<file path="src/rtl/mdu_pkg.sv">
// Shared types and constants for the iterative RV32M multiply/divide unit.
// Op encodings follow funct3 of the M extension.
package mdu_pkg;

  typedef enum logic [2:0] {
    OP_MUL    = 3'b000,
    OP_MULH   = 3'b001,
    OP_MULHSU = 3'b010,
    OP_MULHU  = 3'b011,
    OP_DIV    = 3'b100,
    OP_DIVU   = 3'b101,
    OP_REM    = 3'b110,
    OP_REMU   = 3'b111
  } mdu_op_e;

  typedef enum logic [1:0] {
    IDLE,
    BUSY,
    FIX,
    DONE
  } mdu_state_e;

  localparam logic [31:0] DIV_ZERO_Q = 32'hFFFF_FFFF;
  localparam logic [31:0] INT_MIN    = 32'h8000_0000;

endpackage

</file>
<file path="src/rtl/mdu_iter_step.sv">
// One radix-2 step: shift-add multiply or restoring divide.
// acc holds {hi, lo}: product/multiplier or remainder/quotient.
module mdu_iter_step #(
  parameter int XLEN = 32
) (
  input  logic              is_div,
  input  logic [2*XLEN-1:0] acc,
  input  logic [XLEN-1:0]   opnd,
  output logic [2*XLEN-1:0] acc_nxt
);

  logic [XLEN:0] sum;
  logic [XLEN:0] rem_sh;
  logic [XLEN:0] diff;

  always_comb begin
    sum    = {1'b0, acc[2*XLEN-1:XLEN]}
           + (acc[0] ? {1'b0, opnd} : '0);
    rem_sh = {acc[2*XLEN-1:XLEN], acc[XLEN-1]};
    diff   = rem_sh - {1'b0, opnd};
    if (is_div) begin
      // borrow out of the X+1-bit subtract means restore
      if (diff[XLEN])
        acc_nxt = {rem_sh[XLEN-1:0], acc[XLEN-2:0], 1'b0};
      else
        acc_nxt = {diff[XLEN-1:0], acc[XLEN-2:0], 1'b1};
    end else begin
      acc_nxt = {sum, acc[XLEN-1:1]};
    end
  end

endmodule

</file>
<file path="src/rtl/mdu_seq_ctrl.sv">
// Sequencer for the shared iterative RV32M mul/div datapath.
// Owns the FSM, iteration count, sign fixup and special-case fast path.
module mdu_seq_ctrl
  import mdu_pkg::*;
#(
  parameter int XLEN   = 32,
  parameter int UNROLL = 1
) (
  input  logic            clk,
  input  logic            rst_n,
  input  logic            start_i,
  input  logic [2:0]      op_i,
  input  logic [XLEN-1:0] rs1_i,
  input  logic [XLEN-1:0] rs2_i,
  input  logic            flush_i,
  output logic            stall_o,
  output logic            busy_o,
  output logic            done_o,
  output logic [XLEN-1:0] result_o
);

  localparam int N  = XLEN / UNROLL;
  localparam int CW = (N > 1) ? $clog2(N) : 1;

  mdu_state_e state_q, state_d;
  mdu_op_e    op_in, op_q;

  logic              s1_q, s2_q;
  logic [XLEN-1:0]   mag2_q;
  logic [2*XLEN-1:0] acc_q;
  logic [CW-1:0]     cnt_q;
  logic [XLEN-1:0]   result_q;

  logic              sg1, sg2;
  logic [XLEN-1:0]   mag1, mag2;
  logic              div0, ovf, spec;
  logic [XLEN-1:0]   spec_res;
  logic [2*XLEN-1:0] prod;
  logic [XLEN-1:0]   quo, rem;
  logic [XLEN-1:0]   fix_res;
  logic              is_mul_lo, is_mul_hi;
  logic              is_quo, is_rem;

  logic [2*XLEN-1:0] chain [UNROLL+1];

  assign op_in = mdu_op_e'(op_i);

  assign sg1 = rs1_i[XLEN-1] &
    (op_in inside {OP_MUL, OP_MULH, OP_MULHSU, OP_DIV, OP_REM});
  assign sg2 = rs2_i[XLEN-1] &
    (op_in inside {OP_MUL, OP_MULH, OP_DIV, OP_REM});

  // INT_MIN magnitude still fits as an unsigned XLEN value
  assign mag1 = sg1 ? (~rs1_i + 1'b1) : rs1_i;
  assign mag2 = sg2 ? (~rs2_i + 1'b1) : rs2_i;

  assign div0 = op_i[2] & (rs2_i == '0);
  assign ovf  = (op_in == OP_DIV || op_in == OP_REM)
              & (rs1_i == XLEN'(INT_MIN))
              & (rs2_i == '1);
  assign spec = div0 | ovf;

  always_comb begin
    spec_res = '0;
    if (div0)
      spec_res = op_i[1] ? rs1_i : XLEN'(DIV_ZERO_Q);
    else if (ovf)
      spec_res = op_i[1] ? '0 : XLEN'(INT_MIN);
  end

  assign chain[0] = acc_q;

  for (genvar g = 0; g < UNROLL; g++) begin : g_step
    mdu_iter_step #(
      .XLEN(XLEN)
    ) u_step (
      .is_div (op_q[2]),
      .acc    (chain[g]),
      .opnd   (mag2_q),
      .acc_nxt(chain[g+1])
    );
  end

  assign prod = (s1_q ^ s2_q) ? (~acc_q + 1'b1) : acc_q;
  assign quo  = (s1_q ^ s2_q) ? (~acc_q[XLEN-1:0] + 1'b1)
                              : acc_q[XLEN-1:0];
  assign rem  = s1_q ? (~acc_q[2*XLEN-1:XLEN] + 1'b1)
                     : acc_q[2*XLEN-1:XLEN];

  assign is_mul_lo = (op_q == OP_MUL);
  assign is_mul_hi = !op_q[2] && (op_q != OP_MUL);
  assign is_quo    = op_q[2] && !op_q[1];
  assign is_rem    = op_q[2] && op_q[1];

  always_comb begin
    fix_res = '0;
    unique case (1'b1)
      is_mul_lo: fix_res = prod[XLEN-1:0];
      is_mul_hi: fix_res = prod[2*XLEN-1:XLEN];
      is_quo:    fix_res = quo;
      is_rem:    fix_res = rem;
      default:   fix_res = '0;
    endcase
  end

  always_ff @(posedge clk or negedge rst_n) begin
    if (!rst_n) state_q <= IDLE;
    else        state_q <= state_d;
  end

  always_comb begin
    state_d = state_q;
    unique case (state_q)
      IDLE: if (start_i && !flush_i)
              state_d = spec ? DONE : BUSY;
      BUSY: if (cnt_q == '0) state_d = FIX;
      FIX:  state_d = DONE;
      DONE: state_d = IDLE;
      default: state_d = IDLE;
    endcase
    if (flush_i) state_d = IDLE;
    stall_o = !flush_i &&
      ((state_q == IDLE && start_i) ||
       state_q == BUSY || state_q == FIX);
    done_o  = (state_q == DONE) && !flush_i;
    busy_o  = (state_q != IDLE);
  end

  always_ff @(posedge clk or negedge rst_n) begin
    if (!rst_n) begin
      op_q     <= OP_MUL;
      s1_q     <= 1'b0;
      s2_q     <= 1'b0;
      mag2_q   <= '0;
      acc_q    <= '0;
      cnt_q    <= '0;
      result_q <= '0;
    end else if (!flush_i) begin
      if (state_q == IDLE && start_i) begin
        op_q   <= op_in;
        s1_q   <= sg1;
        s2_q   <= sg2;
        mag2_q <= mag2;
        acc_q  <= {{XLEN{1'b0}}, mag1};
        cnt_q  <= CW'(N - 1);
        if (spec) result_q <= spec_res;
      end
      if (state_q == BUSY) begin
        acc_q <= chain[UNROLL];
        if (cnt_q != '0) cnt_q <= cnt_q - 1'b1;
      end
      if (state_q == FIX) result_q <= fix_res;
    end
  end

  assign result_o = result_q;

endmodule
</file>
<file path="config.mk">
export PLATFORM = sky130hd
export DESIGN_NAME = mdu_seq_ctrl
export DESIGN_NICKNAME = d
export VERILOG_FILES = /design/src/rtl/mdu_pkg.sv /design/src/rtl/mdu_iter_step.sv /design/src/rtl/mdu_seq_ctrl.sv
export SDC_FILE = /design/constraint.sdc
export NUM_CORES = 1
export LEC_CHECK = 0
export BUFFER_PORTS_ARGS = -buffer_cell sky130_fd_sc_hd__buf_2
export CAP_MARGIN = 15
export CORE_UTILIZATION = 35
export CTS_BUF_LIST = sky130_fd_sc_hd__clkbuf_2 sky130_fd_sc_hd__clkbuf_4 sky130_fd_sc_hd__clkbuf_8
export CTS_CLUSTER_DIAMETER = 80
export CTS_CLUSTER_SIZE = 20
export DETAILED_ROUTE_END_ITERATION = 12
export GPL_ROUTABILITY_DRIVEN = 0
export PLACE_DENSITY = 0.63
export SKIP_CTS_REPAIR_TIMING = 1
export SLEW_MARGIN = 20
export SYNTH_ARGS = -nofsm -noshare
export SYNTH_HDL_FRONTEND = slang
export SYNTH_SLANG_ARGS = --single-unit
export TNS_END_PERCENT = 1
</file>
<file path="constraint.sdc">
create_clock -name clk -period 6.6 [get_ports clk]
set_clock_uncertainty 0.05 [all_clocks]
set_input_delay 0.66 -clock clk [delete_from_list [all_inputs] [get_ports clk]]
set_output_delay 0.66 -clock clk [all_outputs]
set_load 0.02 [all_outputs]
</file>
Word level (Yosys, flattened, before mapping) --
Index checks and enable logic that the tools add are counted.
Word-level totals: logic and storage cells 96, bits of input ports 71, register bits after elaboration 140
Operators by class: equal/unequal tests 11, mux-type cells 26, bitwise gates (word level) 13, reduce and logical (&&, ||, !) cells 30, add/subtract/negate cells 8
Operators with widths (number):
- $mux W32 | 12
- $mux W64 | 5
- $add A32 B1 Y32 const B | 4
- $not A32 Y32 | 4
- $pmux W32 S4 | 1
- $add A64 B1 Y64 const B | 1
- $eq A32 B32 Y1 const B | 2
- $not A64 Y64 | 1
- $add A32 B33 Y33 | 1
- $sub A33 B32 Y33 | 1
- $logic_not A32 Y1 | 1
- $mux W5 | 3
- $reduce_bool A5 Y1 | 2
- $mux W2 | 4
- $pmux W2 S4 | 1
- $reduce_bool A2 Y1 | 4
- $logic_and A1 B1 Y1 | 7
- $eq A3 B3 Y1 const B | 2
- $logic_not A3 Y1 | 2
- $ne A3 B3 Y1 const B | 2
- $reduce_and A2 Y1 | 3
- $and A1 B1 Y1 | 5
- $logic_not A5 Y1 | 1
- $sub A5 B1 Y5 const B | 1
- other kinds (13) | 18

Depth between registers and ports, before layout --
Gate-level depths: netlist of the first run.
depth after elaboration 9, depth in mapped cells 16

By module --
From an unflattened synthesis of the first run, not the netlist that was laid out.
Second synthesis, totals: cell total of the unflattened synthesis 2079, area total of the unflattened synthesis 15368.5 sq um
Modules (own cells, without submodules):
- mdu_seq_ctrl | area an instance 10595.2 sq um, instances 1, seq. area each 3503.4 sq um, cells an instance 1374
- mdu_iter_step | area an instance 4773.3 sq um, instances 1, seq. area each 0.0 sq um, cells an instance 705

Worst setup path before layout of the first run --
OpenSTA, ideal clock, no wires.
kind register to register, start register acc_q[31], end register acc_q[60], arrival 3332 ps, cell stages (with the launch flop) 16, slack 3092 ps, path buffers 2, clock period less this slack 3508 ps, library setup time 126 ps, path through dfrtp_1 > clkbuf_1 > inv_1 > ha_1 > fa_1 > nor2b_1 > o211ai_1 > a211o_1 > and3_1 > o21a_1 > a21o_1 > a311oi_1 > buf_4 > mux2i_1 > nor2_1 > a221o_1
Between the ends: cells in the longest elaborated chain, start to end 4
Ends and longest elaborated chain:
- from (decl) | RTL line mdu_seq_ctrl.sv:30 | logic [2*XLEN-1:0] acc_q;
- from (signal assigned) | RTL line mdu_seq_ctrl.sv:144 | acc_q <= {{XLEN{1'b0}}, mag1};
- from (signal assigned) | RTL line mdu_seq_ctrl.sv:149 | acc_q <= chain[UNROLL];
- $sub A33 B32 Y33 | RTL line mdu_iter_step.sv:20 | diff = rem_sh - {1'b0, opnd};
- $mux W64 | RTL line mdu_iter_step.sv:23 | if (diff[XLEN])
- $mux W64 | RTL line mdu_iter_step.sv:21 | if (is_div) begin
- $mux W64 | RTL line mdu_seq_ctrl.sv:148 | if (state_q == BUSY) begin
No other way between the ends. A chain may end at the register's enable or synchronous reset.

Worst setup path after layout of the first run --
start register acc_q[0], end register result_q[26] (netlist: result_o[26])
Between the ends: cells in the longest elaborated chain, start to end 5, elaborated cells on any way between the ends 8, those cells by class add/sub (2); mux (4); bitwise (2)
Ends and longest elaborated chain:
- $not A64 Y64 or $not A32 Y32 (tied branches) | RTL line mdu_seq_ctrl.sv:84, mdu_seq_ctrl.sv:85
- $add A64 B1 Y64 or $add A32 B1 Y32 (tied branches) | RTL line mdu_seq_ctrl.sv:84, mdu_seq_ctrl.sv:85
- $mux W64 or $mux W32 (tied branches) | RTL line mdu_seq_ctrl.sv:84, mdu_seq_ctrl.sv:85
- $pmux W32 S4 * | RTL line mdu_seq_ctrl.sv:97 | unique case (1'b1)
- $mux W32 * | RTL line mdu_seq_ctrl.sv:152 | if (state_q == FIX) result_q <= fix_res;
- to (signal assigned) | RTL line mdu_seq_ctrl.sv:146 | if (spec) result_q <= spec_res;
- to (signal assigned) | RTL line mdu_seq_ctrl.sv:152
- to (decl) | RTL line mdu_seq_ctrl.sv:32 | logic [XLEN-1:0] result_q;
Every way passes the cells marked *; elsewhere a longest branch is shown, timed or not.

==> run summary, run 1 <==
Status - finished, final reports clean
Root Driver - clkbuf_8
Total track usage - 0.243
Router iterations before antenna repair - 5
CP delay by family, top - simple AND/OR/NAND/NOR gates
Final WL - 50500 um
Crit path time final - 4.64 ns
Cell taking the most area after synthesis - dfrtp_1
Number of port buffers - 105
Hpwl dp - 37500 um
Sum of negative setup slack - 0 ns
Tcrit/Tclk final - 0.703
Pleak - 6.57 nW
Max-slew headroom - 0.229
Critical Path RT - 6.93 ns
Mapped Avg Cell Area - 7.44 um2
HP Class - input pin to async pin
Min Hold Slack - 0.165 ns
Share of the synthesized area in the top cell type - 0.246
CTS clk-pin slew, worst paths - 0.08 ns
RSZ-0062 raised after global routing - no
Dpl ws - 2.10 ns
Cell breakdown of the critical path - inv_1, buf_4, ha_1, or4b_1, nor4_4, nand3_1, nor3_2, a31oi_1, xor2_1, a222oi_1, o21ai_0, mux2_2
Cell Area, Synth - 14300 um2
DRC - 0
Post-synth EDFFs - 0
Overflow left after global routing - 0
Syn nets - 2066
CP Launch Type - flop
Async SR Flop Fraction - 1.00
Clock sink count - 140
Cell variety after synth - 83
Sequential Area - 3500 um2
Area taken by multi-input logic gates - 10000 um2
Main synth FF type - dfrtp_1
Clk_lat worst skew - 0.51 ns
Starting DRC count in detailed routing - 1693
Crit path largest cell delay - 0.57 ns
Post-route ant nets - 0
Area growth syn-to-layout - 9.11%
Nets - 2086
Die W - 204 um
Final hold vios - 0
Slew @ Worst Pin - 1.15 ns
Syn Inst Count - 1918
Die Area - 41600 um2
H-Tree Depth - 4
Clock Tree Buf Depth - 2
Setup-failing EPs final - 0
Fraction of layout cells with a size suffix above 1 - 0.101
Critical setup path kind - flop to flop
Tot Pwr - 8.96 mW
Initial core utilization - 0.357
Vias in the first global route - 14.0k
# Max-Cap Violations - 0
Largest cells by area after synthesis - dfrtp_1 25%, o21ai_0 8.6%, ha_1 6.6%
Core ar. - 40000 um2
Crit path DAT - 4.97 ns
Final worst slack - 1.96 ns
Std cell rows - 73
ANT cells - 0
Antenna violations before repair - 0
Vias after detailed routing - 14.7k
Number of synthesized register bits - 140
P per Cell Area - 576 nW/um2
Most used standard cell by instance count after synthesis - o21ai_0
# IOs - 106
CTS tree - yes
Max frequency - 216 MHz
Critical Path End Type - flop
Fin util - 0.389
Via density - 5.94
CTS buffer count - 17
WL/cell - 20.4 um
Die H - 204 um
Maximum VDD drop - 0.323 mV
Worst Path Buf+Inv - 2
Slew Viols, Final - 0
Post-synthesis sequential area ratio - 0.246
CP max-delay cell - nor3_2
Post-synth top cells - 246 x o21ai_0, 219 x nand2_1, 167 x nor2_1, 142 x a21oi_1, 140 x dfrtp_1
Fill cells - 4216
Crit-path max FO - 28
First-pass GRT wire length - 79000 um
Largest net degree at the start of global routing - 96
Ys Warns - 0
-- worst paths after layout --
path	from	endpoint	slack, ns	depth (start not counted)
min in group clk	op_i[0]	op_q[0]	0.35	3
worst min-delay path	rst_n	result_o[7]	0.17	1
worst min register to register	result_o[10]	result_o[10]	0.43	2
max in group asynchronous	rst_n	mag2_q[10]	4.95	2
worst max register to register	acc_q[0]	result_o[26]	1.96	12
worst max-delay path	acc_q[0]	result_o[26]	1.96	12
-- routing by layer --
| layer | GRT usage | up-vias | share of wire |
|---|---|---|---|
| met3 | 0.0461 | 124 | 0.080 |
| met5 | 0 | - | 0 |
| met1 | 0.322 | 6961 | 0.43 |
| met4 | 0.110 | 0 | 0.043 |
| met2 | 0.380 | 689 | 0.45 |
| li1 | - | 6923 | - |
-- state kept, by name, summed over array words and instances, names as in the netlist --
name and flops:
op_q 3, mag2_q 32, cnt_q 5, s1_q 1
state_q 2, s2_q 1, acc_q 64, result_o 32
-- area by class of cell --
type                            count  area share
Inverter                           68      0.0164
Timing Repair Buffer              127      0.0448
Clock buffer                       20      0.0169
Tap cell                          525      0.0422
Sequential cell                   140       0.225
Multi-Input combinational cell   1584       0.645
Clock inverter                     10     0.00925
-- cells by family after synthesis --
logic type / share of synthesized area
adders and majority gates: 0.0686
and+or+nand+nor: 0.205
DFF: 0.246
AOI/OAI and AO/OA: 0.280
xor gates and xnor gates: 0.115
muxes: 0.0318
buffers and inverters: 0.0538
-- per-stage QoR --
| step | cell area (um2) | std cells |
|---|---|---|
| after floorplan | 14300 | 1918 |
| after global placement | 15200 | 2444 |
| after detailed placement | 15200 | 2444 |
| after CTS | 15600 | 2474 |
| after global routing | 15600 | 2474 |
| final | 15600 | 2474 |
-- cell usage in the layout, fill, tap and decap left out, types with 17 or more instances in the layout --
master	n
o21ai_0	246
nand2_1	218
nor2_1	166
a21oi_1	142
dfrtp_1	139
buf_2	104
xnor2_1	98
xor2_1	88
ha_1	74
inv_1	68
nor3_1	50
mux2i_1	43
or3_1	28
a21o_1	28
a31oi_1	26
o31ai_1	26
a22oi_1	25
nand3_1	23
o211ai_1	23
buf_4	22
nand2b_1	20
o22ai_1	20
clkbuf_8	18
or4_1	17
-- where the power goes --
part | switching, mW | total [mW] | leakage [nW] | internal [mW]
clock | 0.403 | 0.792 | 0.198 | 0.389
sequential | 0.681 | 1.92 | 1.77 | 1.24
combinational | 3.82 | 6.25 | 4.61 | 2.43
total | 4.90 | 8.96 | 6.57 | 4.06
No activity file was read; power rests on OpenSTA's default activity.
==> run 2, diff against run 1 <==
Settings changed: ABC_AREA set to 1.
Clock period 6.6 ns to 4.54 ns, I/O delays scaled along.
==> run 2 against run 1 <==
Net effect:
- highest routed layer is now met5
- final cell count up 50%
- die area rose by 19%
- core utilization down 0.19 points
- routed wire length grew 33%
- flip-flop and latch count unchanged
- power rose by 70%
- largest cell class unchanged
- design area rose by 19%
- critical path type is now flop to primary output
- non-clock buffer count fell by 4
- clock power up 54%
- the run now ends with negative hold slack left
- sequential share of layout area fell by 3.6 points
- global-route usage up 2.6 points
- via count grew 38%
==> run summary, run 2 <==
CP max-delay cell - buf_4
Largest net degree at the start of global routing - 89 (-7.3%)
R2R setup slack - 1.15 ns (-0.81 ns)
Root Driver - clkbuf_8
Max-slew headroom - 0.274 (+0.0445)
Crit-path max FO - 56 (+100%)
Main synth FF type - dfrtp_1
Number of port buffers - 105 (unchanged)
Clk_lat worst skew - 0.51 ns (about the same)
Cell breakdown of the critical path - inv_1, ha_1, clkinv_1, buf_4, nor2_2, nor2_2, buf_4, o21ai_0, buf_2
Worst r2r dst - acc_q[56]
CTS tree - yes
CTS clk-pin slew, worst paths - 0.11 ns (+0.03 ns)
Vias after detailed routing - 20.2k (+38%)
Mapped Avg Cell Area - 5.61 um2 (-25%)
Sum of negative setup slack - 0 ns (unchanged)
Critical setup path kind - flop to primary output
Router iterations before antenna repair - 7 (+2)
Number of synthesized register bits - 140 (unchanged)
Initial core utilization - 0.356 (about the same)
Maximum VDD drop - 0.545 mV (+69%)
Commonest cells after routing, fill and taps aside - 962 x nand2_1, 401 x inv_1, 342 x nor2_1, 316 x nand3_1, 218 x o21ai_0
Die W - 223 um (+9.2%)
Vias in the first global route - 18.2k (+30%)
First-pass GRT wire length - 104000 um (+31%)
Register name with the most flops - acc_q
Clock sink count - 140 (unchanged)
Post-synthesis sequential area ratio - 0.206 (-0.0401)
Area growth syn-to-layout - 8.63%
Nets - 3234 (+55%)
Most common cell after layout, fill and taps aside - nand2_1
Cell taking the most area after synthesis - nand2_1
Slew @ Worst Pin - 1.08 ns (-0.0628 ns)
Final Cell Area - 18500 um2 (+19%)
HP Class - input pin to async pin
Min Hold Slack - -0.0717 ns (-0.237 ns)
Starting DRC count in detailed routing - 2290 (+35%)
Tcrit/Tclk final - 0.779
Status - finished with violations
Overflow left after global routing - 0 (unchanged)
Slew Viols, Final - 0 (unchanged)
Max frequency - 283 MHz
Largest cells by area after synthesis - nand2_1 21%, dfrtp_1 21%, nand3_1 9.3%
P per Cell Area - 823 nW/um2 (+43%)
Syn Inst Count - 3040 (+58%)
WL/cell - 18.1 um (-11%)
Most used standard cell by instance count after synthesis - nand2_1
RSZ-0062 raised after global routing - no
Crit path DAT - 3.03 ns (-1.94 ns)
Crit path largest cell delay - 0.53 ns (-0.04 ns)
Reg2Reg Depth - 18 (+6)
Failing checks - negative hold slack
Core ar. - 47800 um2 (+20%)
DRC - 0 (unchanged)
# IOs - 106 (unchanged)
Fin cells - 3715 (+50%)
Via density - 5.44 (-8.3%)
CP Launch Type - flop
Worst r2r src - acc_q[31]
Largest register FFs - 64 (unchanged)
Ys Warns - 0 (unchanged)
Std cell rows - 80 (+9.6%)
Cell variety after synth - 49 (-41%)
Post-synth top cells - 963 x nand2_1, 403 x inv_1, 345 x nor2_1, 316 x nand3_1, 218 x o21ai_0
Hpwl dp - 53300 um (+42%)
Clock Tree Buf Depth - 2 (unchanged)
Post-synth EDFFs - 0 (unchanged)
Fraction of layout cells with a size suffix above 1 - 0.0671 (-0.0339)
Final WL - 67400 um (+33%)
Cell Area, Synth - 17000 um2 (+20%)
Pleak - 9.66 nW (+47%)
Antenna violations before repair - 3 (+3)
CTS buffer count - 17 (unchanged)
Critical Path End Type - primary output
Die H - 223 um (+9.2%)
Share of the synthesized area in the top cell type - 0.212 (-0.0336)
Final hold vios - 20 (+20)
H-Tree Depth - 4 (unchanged)
Post-route ant nets - 0 (unchanged)
Syn nets - 3188 (+54%)
Dpl cell area - 18100 um2 (+19%)
Critical Path RT - 4.04 ns (-2.89 ns)
# Max-Cap Violations - 0 (unchanged)
Setup-failing EPs final - 0 (unchanged)
Die Area - 49600 um2 (+19%)
Crit path time final - 3.53 ns
Async SR Flop Fraction - 1.00 (unchanged)
Total track usage - 0.268 (+0.0257)
Cells after DPL - 3682 (+51%)
[run 2: cell types whose count changed after synthesis, moves of 65 or more]
cell     previous run  this run
inv_1              68       403
nand2_1           219       963
nand3_1            23       316
nor2_1            167       345
xnor2_1            99        25
xor2_1             89        24
[run 2: worst max-delay path: cells and delay by family (launching register included)]
| family | cells | cell delay, ns |
|---|---|---|
| adder cells (fa/ha/maj) | 1 | 0.39 |
| AO/OA/AOI/OAI | 1 | 0.21 |
| flip-flops | 1 | 0.37 |
| buffers and inverters | 5 | 1.33 |
| AND/OR/NAND/NOR | 2 | 0.23 |
[run 2: cells by family after synthesis]
group	after synthesis	synth area share
flops	140	0.206
simple gates	1761	0.433
buf+inv	506	0.116
fa+ha+maj	77	0.0574
compound gates	506	0.161
xor+xnor	50	0.0268
[run 2: metal layers]
layer	global-route usage	part of all wire
met5	0	0.00019
met4	0.102	0.035
met3	0.0559	0.10
met2	0.407	0.43
met1	0.371	0.44
[run 2: layout make-up]
| cell class | instances | area, um2 |
|---|---|---|
| Inverter | 410 | 1540 |
| Fill cell | 5369 | 29300 |
| Tap cell | 615 | 769 |
| Timing Repair Buffer | 123 | 679 |
| Clock inverter | 12 | 185 |
| Sequential cell | 140 | 3500 |
| Clock buffer | 19 | 262 |
| Multi-Input combinational cell | 2394 | 11600 |
| Antenna cell | 2 | 5.00 |
[run 2: power breakdown]
group / total [mW] / internal, mW / switching (mW)
registers: 2.68 / 1.75 / 0.925
logic: 11.3 / 3.44 / 7.91
clock network: 1.22 / 0.631 / 0.586
[run 2: how the worst max path moves through the flow]
stage | end | from | slack [ns]
2_1_floorplan | acc_q[53] | acc_q[0] | 1.89
3_3_place_gp | acc_q[59] | acc_q[31] | 1.22
3_5_place_dp | acc_q[34] | acc_q[31] | 1.15
4_1_cts | stall_o | state_q[1] | 1.0
5_1_grt | stall_o | state_q[1] | 0.79
6_report | stall_o | state_q[1] | 1.01
[run 2: through the flow]
| stage | hold slack, ns | worst slack (ns) | power [mW] | util |
|---|---|---|---|---|
| 3_5_place_dp | 0.410 | 1.15 | 13.6 | 0.378 |
| 2_1_floorplan | 0.108 | 1.89 | 10.4 | - |
| 5_1_grt | 0.00797 | 0.792 | 16.6 | 0.387 |
| 3_3_place_gp | 0.412 | 1.22 | 13.6 | 0.378 |
| 4_1_cts | -0.0185 | 0.999 | 14.9 | 0.387 |
| 6_report | -0.0717 | 1.01 | 15.2 | 0.387 |
